### config.mk
export PLATFORM = sky130hd
export DESIGN_NAME = rom_load_ctrl_flat
export DESIGN_NICKNAME = d
export VERILOG_FILES = /design/src/rtl/rom_load_ctrl_if.sv /design/src/rtl/rom_load_ctrl.sv /design/src/flat_wrapper.sv
export SDC_FILE = /design/constraint.sdc
export NUM_CORES = 1
export LEC_CHECK = 0
export BUFFER_PORTS_ARGS = -buffer_cell sky130_fd_sc_hd__buf_2
export CAP_MARGIN = 30
export CORE_ASPECT_RATIO = 2
export CORE_UTILIZATION = 25
export DETAILED_ROUTE_END_ITERATION = 8
export HOLD_SLACK_MARGIN = 0.03
export PLACE_DENSITY_LB_ADDON = 0.08
export SYNTH_ARGS = -nofsm -noshare
export SYNTH_HDL_FRONTEND = slang
export SYNTH_SLANG_ARGS = --single-unit
### constraint.sdc
create_clock -name clk_sys -period 3.52 [get_ports clk_sys]
set_input_delay 0.176 -clock clk_sys [delete_from_list [all_inputs] [get_ports clk_sys]]
set_output_delay 0.176 -clock clk_sys [all_outputs]
set_load 0.005 [all_outputs]
### src/rtl/rom_load_ctrl_if.sv
// ---------------------------------------------------------------------------
// rom_load_ctrl_if : HPS ioctl download stream in, core-side ROM write bus out
// Rev 1.0
// ---------------------------------------------------------------------------
`default_nettype none

interface rom_load_ctrl_if #(
  parameter int unsigned ADDR_W = 17
);
  logic              ioctl_download;
  logic              ioctl_wr;
  logic [24:0]       ioctl_addr;
  logic [7:0]        ioctl_dout;
  logic [ADDR_W-1:0] dn_addr;
  logic [7:0]        dn_data;
  logic [3:0]        dn_wr;

  modport master (
    output ioctl_download, ioctl_wr, ioctl_addr, ioctl_dout,
    input  dn_addr, dn_data, dn_wr
  );

  modport slave (
    input  ioctl_download, ioctl_wr, ioctl_addr, ioctl_dout,
    output dn_addr, dn_data, dn_wr
  );
endinterface

`default_nettype wire

### src/rtl/rom_load_ctrl.sv
// ---------------------------------------------------------------------------
// rom_load_ctrl : routes the HPS ROM download into four core ROM regions and
// holds the core in reset until a validated image is resident.
// Optional: define ROM_CHKSUM_EN to add a 16-bit additive checksum check.
// Rev 1.0
// ---------------------------------------------------------------------------
`default_nettype none

module rom_load_ctrl #(
  parameter int unsigned       ADDR_W      = 17,
  parameter logic [ADDR_W-1:0] TOTAL_BYTES = 17'h18000,
  parameter logic [ADDR_W-1:0] R1_BASE     = 17'h08000,
  parameter logic [ADDR_W-1:0] R2_BASE     = 17'h0C000,
  parameter logic [ADDR_W-1:0] R3_BASE     = 17'h10000,
  parameter int unsigned       HOLD_CYC    = 16
`ifdef ROM_CHKSUM_EN
  , parameter logic [15:0]     EXP_SUM     = 16'h0000
`endif
) (
  input  wire logic              clk_sys,
  input  wire logic              reset,
  rom_load_ctrl_if.slave         bus,
  output logic                   core_reset,
  output logic                   load_done,
  output logic                   load_error,
  output logic [ADDR_W-1:0]      byte_cnt
`ifdef ROM_CHKSUM_EN
  , output logic [15:0]          chksum
`endif
);

  localparam logic [2:0] S_IDLE  = 3'd0;
  localparam logic [2:0] S_LOAD  = 3'd1;
  localparam logic [2:0] S_CHECK = 3'd2;
  localparam logic [2:0] S_HOLD  = 3'd3;
  localparam logic [2:0] S_RUN   = 3'd4;
  localparam logic [2:0] S_ERROR = 3'd5;

  localparam logic [15:0]       HOLD_LAST = 16'(HOLD_CYC - 1);
  localparam logic [ADDR_W-1:0] CNT_ONE   = 1;

  logic [2:0]        state_q, state_d;
  logic              dl_q;
  logic [ADDR_W-1:0] dn_addr_q, dn_addr_d;
  logic [7:0]        dn_data_q, dn_data_d;
  logic [3:0]        dn_wr_q, dn_wr_d;
  logic [ADDR_W-1:0] byte_cnt_q, byte_cnt_d;
  logic              ovf_q, ovf_d;
  logic              load_error_q, load_error_d;
  logic [15:0]       hold_q, hold_d;
  logic              core_reset_q, core_reset_d;
  logic              load_done_q, load_done_d;
`ifdef ROM_CHKSUM_EN
  logic [15:0]       sum_q, sum_d;
`endif

  logic              rise, fall, in_range, image_ok;
  logic [ADDR_W-1:0] addr_lo;

  assign rise     = bus.ioctl_download & ~dl_q;
  assign fall     = ~bus.ioctl_download & dl_q;
  assign addr_lo  = bus.ioctl_addr[ADDR_W-1:0];
  // Any set bit above the core address width is out of range, regardless of the low bits.
  assign in_range = (bus.ioctl_addr[24:ADDR_W] == '0) && (addr_lo < TOTAL_BYTES);

`ifdef ROM_CHKSUM_EN
  assign image_ok = (byte_cnt_q == TOTAL_BYTES) && !ovf_q && (sum_q == EXP_SUM);
`else
  assign image_ok = (byte_cnt_q == TOTAL_BYTES) && !ovf_q;
`endif

  always_comb begin
    state_d      = state_q;
    dn_addr_d    = dn_addr_q;
    dn_data_d    = dn_data_q;
    dn_wr_d      = 4'b0000;
    byte_cnt_d   = byte_cnt_q;
    ovf_d        = ovf_q;
    load_error_d = load_error_q;
    hold_d       = hold_q;
`ifdef ROM_CHKSUM_EN
    sum_d        = sum_q;
`endif
    case (state_q)
      S_LOAD: begin
        if (bus.ioctl_wr) begin
          if (in_range) begin
            dn_data_d = bus.ioctl_dout;
            if (addr_lo >= R3_BASE) begin
              dn_wr_d   = 4'b1000;
              dn_addr_d = addr_lo - R3_BASE;
            end else if (addr_lo >= R2_BASE) begin
              dn_wr_d   = 4'b0100;
              dn_addr_d = addr_lo - R2_BASE;
            end else if (addr_lo >= R1_BASE) begin
              dn_wr_d   = 4'b0010;
              dn_addr_d = addr_lo - R1_BASE;
            end else begin
              dn_wr_d   = 4'b0001;
              dn_addr_d = addr_lo;
            end
            if (byte_cnt_q != '1) byte_cnt_d = byte_cnt_q + CNT_ONE;
`ifdef ROM_CHKSUM_EN
            sum_d = sum_q + {8'h00, bus.ioctl_dout};
`endif
          end else begin
            ovf_d = 1'b1;
          end
        end
        if (fall) state_d = S_CHECK;
      end
      S_CHECK: begin
        if (image_ok) begin
          state_d      = S_HOLD;
          hold_d       = 16'd0;
          load_error_d = 1'b0;
        end else begin
          state_d      = S_ERROR;
          load_error_d = 1'b1;
        end
      end
      S_HOLD: begin
        if (hold_q == HOLD_LAST) state_d = S_RUN;
        else                     hold_d  = hold_q + 16'd1;
      end
      default: ;
    endcase

    // A new download pre-empts whatever the controller was doing.
    if (rise) begin
      state_d      = S_LOAD;
      byte_cnt_d   = '0;
      ovf_d        = 1'b0;
      load_error_d = 1'b0;
`ifdef ROM_CHKSUM_EN
      sum_d        = 16'h0000;
`endif
    end

    core_reset_d = (state_d != S_RUN);
    load_done_d  = (state_d == S_RUN);
  end

  always_ff @(posedge clk_sys) begin
    if (reset) begin
      state_q      <= S_IDLE;
      dl_q         <= 1'b0;
      dn_addr_q    <= '0;
      dn_data_q    <= 8'h00;
      dn_wr_q      <= 4'b0000;
      byte_cnt_q   <= '0;
      ovf_q        <= 1'b0;
      load_error_q <= 1'b0;
      hold_q       <= 16'd0;
      core_reset_q <= 1'b1;
      load_done_q  <= 1'b0;
`ifdef ROM_CHKSUM_EN
      sum_q        <= 16'h0000;
`endif
    end else begin
      state_q      <= state_d;
      dl_q         <= bus.ioctl_download;
      dn_addr_q    <= dn_addr_d;
      dn_data_q    <= dn_data_d;
      dn_wr_q      <= dn_wr_d;
      byte_cnt_q   <= byte_cnt_d;
      ovf_q        <= ovf_d;
      load_error_q <= load_error_d;
      hold_q       <= hold_d;
      core_reset_q <= core_reset_d;
      load_done_q  <= load_done_d;
`ifdef ROM_CHKSUM_EN
      sum_q        <= sum_d;
`endif
    end
  end

  assign bus.dn_addr = dn_addr_q;
  assign bus.dn_data = dn_data_q;
  assign bus.dn_wr   = dn_wr_q;
  assign core_reset  = core_reset_q;
  assign load_done   = load_done_q;
  assign load_error  = load_error_q;
  assign byte_cnt    = byte_cnt_q;
`ifdef ROM_CHKSUM_EN
  assign chksum      = sum_q;
`endif

endmodule

`default_nettype wire

### src/flat_wrapper.sv
// flat-port wrapper written by rule: the top's interface ports become plain ports
module rom_load_ctrl_flat 
#(
  parameter int unsigned       ADDR_W      = 17,
  parameter logic [ADDR_W-1:0] TOTAL_BYTES = 17'h18000,
  parameter logic [ADDR_W-1:0] R1_BASE     = 17'h08000,
  parameter logic [ADDR_W-1:0] R2_BASE     = 17'h0C000,
  parameter logic [ADDR_W-1:0] R3_BASE     = 17'h10000,
  parameter int unsigned       HOLD_CYC    = 16

)
  (clk_sys, reset, core_reset, load_done, load_error, byte_cnt, bus_ioctl_download, bus_ioctl_wr, bus_ioctl_addr, bus_ioctl_dout, bus_dn_addr, bus_dn_data, bus_dn_wr);
  rom_load_ctrl_if #(.ADDR_W(ADDR_W)) bus_i ();
  input  wire logic clk_sys;
  input  wire logic reset;
  output logic core_reset;
  output logic load_done;
  output logic load_error;
  output logic [ADDR_W-1:0] byte_cnt;
  input wire logic [$bits(bus_i.ioctl_download)-1:0] bus_ioctl_download;
  input wire logic [$bits(bus_i.ioctl_wr)-1:0] bus_ioctl_wr;
  input wire logic [$bits(bus_i.ioctl_addr)-1:0] bus_ioctl_addr;
  input wire logic [$bits(bus_i.ioctl_dout)-1:0] bus_ioctl_dout;
  output wire logic [$bits(bus_i.dn_addr)-1:0] bus_dn_addr;
  output wire logic [$bits(bus_i.dn_data)-1:0] bus_dn_data;
  output wire logic [$bits(bus_i.dn_wr)-1:0] bus_dn_wr;
  assign bus_i.ioctl_download = bus_ioctl_download;
  assign bus_i.ioctl_wr = bus_ioctl_wr;
  assign bus_i.ioctl_addr = bus_ioctl_addr;
  assign bus_i.ioctl_dout = bus_ioctl_dout;
  assign bus_dn_addr = bus_i.dn_addr;
  assign bus_dn_data = bus_i.dn_data;
  assign bus_dn_wr = bus_i.dn_wr;
  rom_load_ctrl #(.ADDR_W(ADDR_W), .TOTAL_BYTES(TOTAL_BYTES), .R1_BASE(R1_BASE), .R2_BASE(R2_BASE), .R3_BASE(R3_BASE), .HOLD_CYC(HOLD_CYC)) u_core (.clk_sys(clk_sys), .reset(reset), .bus(bus_i), .core_reset(core_reset), .load_done(load_done), .load_error(load_error), .byte_cnt(byte_cnt));
endmodule
==> metrics.md <==
| Metric | Value |
|---|---|
| Max_cap viols | 0 |
| Boundary Pins | 86 |
| Drt wl/cell | 16.0 um |
| Async set or reset register ratio after synthesis | 0 |
| GP Congestion | 0.863 |
| Core region area | 13100 sq um |
| Most frequent cells in the layout | buf_2, dfxtp_1, nand2_1 |
| First-pass GRT wire length | 16600 um |
| DR DRC count | 4 |
| Syn Area/Cell | 8.40 sq um |
| Xor/xnor cell area share of the yosys netlist | 0.0546 |
| Commonest non-fill, non-tap cell in the layout | buf_2 |
| Clock Sinks | 70 |
| GRT overflow | 0 |
| Inst Count DP | 621 |
| Leakage | 1.61 nW |
| Yosys Warn Count | 0 |
| P per Cell Area | 434 nW/um^2 |
| Row Count | 59 |
| Largest cells by area after synthesis | dfxtp_1, nand2_1, a21oi_1, xnor2_1, nor2_1 |
| Die Area | 14000 sq um |
| Crit start category | register |
| Mapped Cells | 401 |
| Number of setup violations in the final report | 0 |
| Post-synthesis simple-gate area fraction | 0.333 |
| Worst path bufs/invs | 0 |
| Fin crit period | 2560 ps |
| ANT cells | 0 |
| CP cell instances | ha_1 > nor3b_1 > a41oi_1 > a31oi_2 > a21oi_1 > or3_1 |
| Synthesized cell area | 3370 sq um |
| CP max stage delay | 710 ps |
| Area of the multi-input gates | 1860 sq um |
| Worst-Skew Late Latency | 330 ps |
| Slowest-stage cell, CP | a31oi_2 |
| Yosys reg bits | 70 |
| Post-synth EDFFs | 0 |
| Vias in the first global route | 3220 |
| Setup_tns | 0 ps |
| Initial antenna violation count | 0 |
| Post-CTS Setup Inserts | 0 |
| DR vias | 3224 |
| Syn Nets | 447 |
| PortBufs | 85 |
| CTS tree | yes |
| Seq/Total Area, Yosys | 0.416 |
| Synth area leader | dfxtp_1 |
| Synth Area in Compound Gates | 0.130 |
| Yosys cell types | 49 |
| Sw Pwr | 405 uW |
| Ratio of cells with drive above 1 in the final layout | 0.233 |
| Hold_buf cts | 0 |
| Hold Crit Class | in -> reg |
| Failing checks | design-rule violations |
| Kind of end point of the critical path | register |
| Die Y | 166 um |
| Worst path required time | 3730 ps |
| Main combinational cell family by area after synthesis | simple AND/OR/NAND/NOR gates |
| Final WL | 10200 um |
| Fraction of the mapped netlist area in adder cells | 0.0334 |
| Maximum clock insertion buffer count | 2 |
| GRT Total Usage | 0.153 |
| Area Overhead vs Synth | 25.8% |
| Unrepaired setup endpoints after global routing | false |
| Peak supply drop | 247 uV |
| Post-synth top area share | 0.416 |
| Post-CTS Resized | 0 |
| Pint | 1.44 mW |
| Mux cell area share after synthesis | 0 |
| CTS root buf | clkbuf_16 |
| Post-route insts no fill | 637 |
| Layout fillers | 1400 |
| CTS clock-pin slew for the worst setup and hold paths | 60 ps |
| Final-report max-slew violation count | 0 |
| DPL Wire Length | 7500 um |
| Period Utilization, post-route | 0.728 |
| Slew headroom | 0.367 |
| Largest net degree at the start of global routing | 37 |
| Seq pwr share | 0.434 |
| Fin area | 4240 sq um |
| CP top delay family | compound AO/OA/AOI/OAI gates |
| Switching Share | 0.220 |
| Worst Max-Slew Pin Slew | 950 ps |
| Worst Path Arrival | 2770 ps |
| Inserted Clock Buffers | 9 |
| Final nets | 526 |
| Setup CP Type | reg -> reg |
| Final Hold Viols | 0 |
| Antenna-violating nets left | 0 |
| Maximum clock rate | 390 MHz |
| Post-Route Skew | 11.2 ps |
| Clock power share | 0.519 |
| Worst-path fanout max | 19 |
| Comb power frac | 0.047 |
| Chip width | 84.1 um |
| DR iter-0 viols | 123 |
| Routed vias/inst | 5.06 |
| Post-DP Area | 3930 sq um |
| Initial DRT Pass Iterations | 8 |
| Register area | 1400 sq um |
| H-tree depth | 3 |
| Top FF cell, synth | dfxtp_1 |
| Starting Density | 0.258 |
| Outcome | complete, but fails checks |
## through the flow
| step | hold WS [ps] | setup slack (ps) | util | total power, mW |
|---|---|---|---|---|
| 2_1_floorplan | 275 | 1440 | - | 0.860 |
| 6_report | 83.3 | 956 | 0.324 | 1.84 |
| 3_5_place_dp | 431 | 964 | 0.300 | 0.905 |
| 3_3_place_gp | 424 | 974 | 0.300 | 0.904 |
| 5_1_grt | 92.4 | 677 | 0.324 | 1.92 |
| 4_1_cts | 74.4 | 948 | 0.324 | 1.87 |
## area by class of cell
cell class	count	share of cell area
Clock inverter	2	0.00915
Timing Repair Buffer	88	0.106
Tap cell	152	0.0449
Clock buffer	14	0.0646
Inverter	8	0.00708
Sequential cell	70	0.331
Multi-Input combinational cell	303	0.438
## power by group through the flow
stage | Clock (mW) | Sequential, mW | Combinational, mW
floorplan | 0 | 0.814 | 0.0455
global placement | 0 | 0.816 | 0.0882
detailed placement | 0 | 0.816 | 0.0887
CTS | 0.981 | 0.798 | 0.0890
global route | 1.02 | 0.798 | 0.0974
finish | 0.955 | 0.798 | 0.0872
## synthesized netlist by cell type (2+ instances only)
master and instances:
ha_1 9, nor3b_1 7, and4bb_1 2, nor4_1 13, clkbuf_1 15, or4_1 3, nor2_1 34, nand2b_1 4
nor2b_1 2, inv_1 8, nor3_1 8, nand2_1 60, or4_4 3, nor4b_1 4, dfxtp_1 70, nand3_1 14
nand4_1 15, a31oi_1 2, and3_1 6, xor2_1 5, or3_1 6, and4_1 7, xnor2_1 16, buf_2 5
a21oi_1 41, nor4b_2 3, o31ai_1 3, o21ai_1 10, nand3b_1 2, and2_1 5
## metal layers
| metal | up-vias | GRT usage | wire length (um) |
|---|---|---|---|
| met5 | - | 0 | 0 |
| met4 | 0 | 0.0705 | 219 |
| met1 | 1531 | 0.163 | 3890 |
| li1 | 1598 | - | - |
| met3 | 9 | 0.0278 | 400 |
| met2 | 86 | 0.285 | 5700 |
## logic make-up (layout without fill, tap and decap cells)
family | after synthesis | count (layout)
buffers and inverters | 28 | 112
flip-flops | 70 | 70
AO/OA/AOI/OAI | 70 | 70
AND/OR/NAND/NOR | 203 | 203
XOR/XNOR | 21 | 21
adder cells (fa/ha/maj) | 9 | 9
## worst paths after layout
check                                      startpoint               endpoint  slack (ps)  cells past startpoint
worst max-delay path                 u_core.hold_q[0]      u_core.core_reset         960                      6
worst min-delay path                bus_ioctl_dout[0]  u_core.bus.dn_data[0]          80                      3
worst max register to register       u_core.hold_q[0]      u_core.core_reset         960                      6
worst min register to register  u_core.bus.dn_addr[1]  u_core.bus.dn_addr[1]         450                      2
## tightest hold or removal path, cell delays in order
cell,delay (ps)
buf_2,90
nand2_1,50
a21oi_1,50
## state kept, by name (all words and copies together), names as in the netlist
register,cells
u_core.dl_q,1
u_core.load_done,1
u_core.byte_cnt,17
u_core.bus.dn_data,8
u_core.state_q,3
u_core.bus.dn_addr,17
u_core.hold_q,16
u_core.ovf_q,1
u_core.load_error,1
u_core.core_reset,1
u_core.bus.dn_wr,4
No activity file was read; power rests on OpenSTA's default activity.
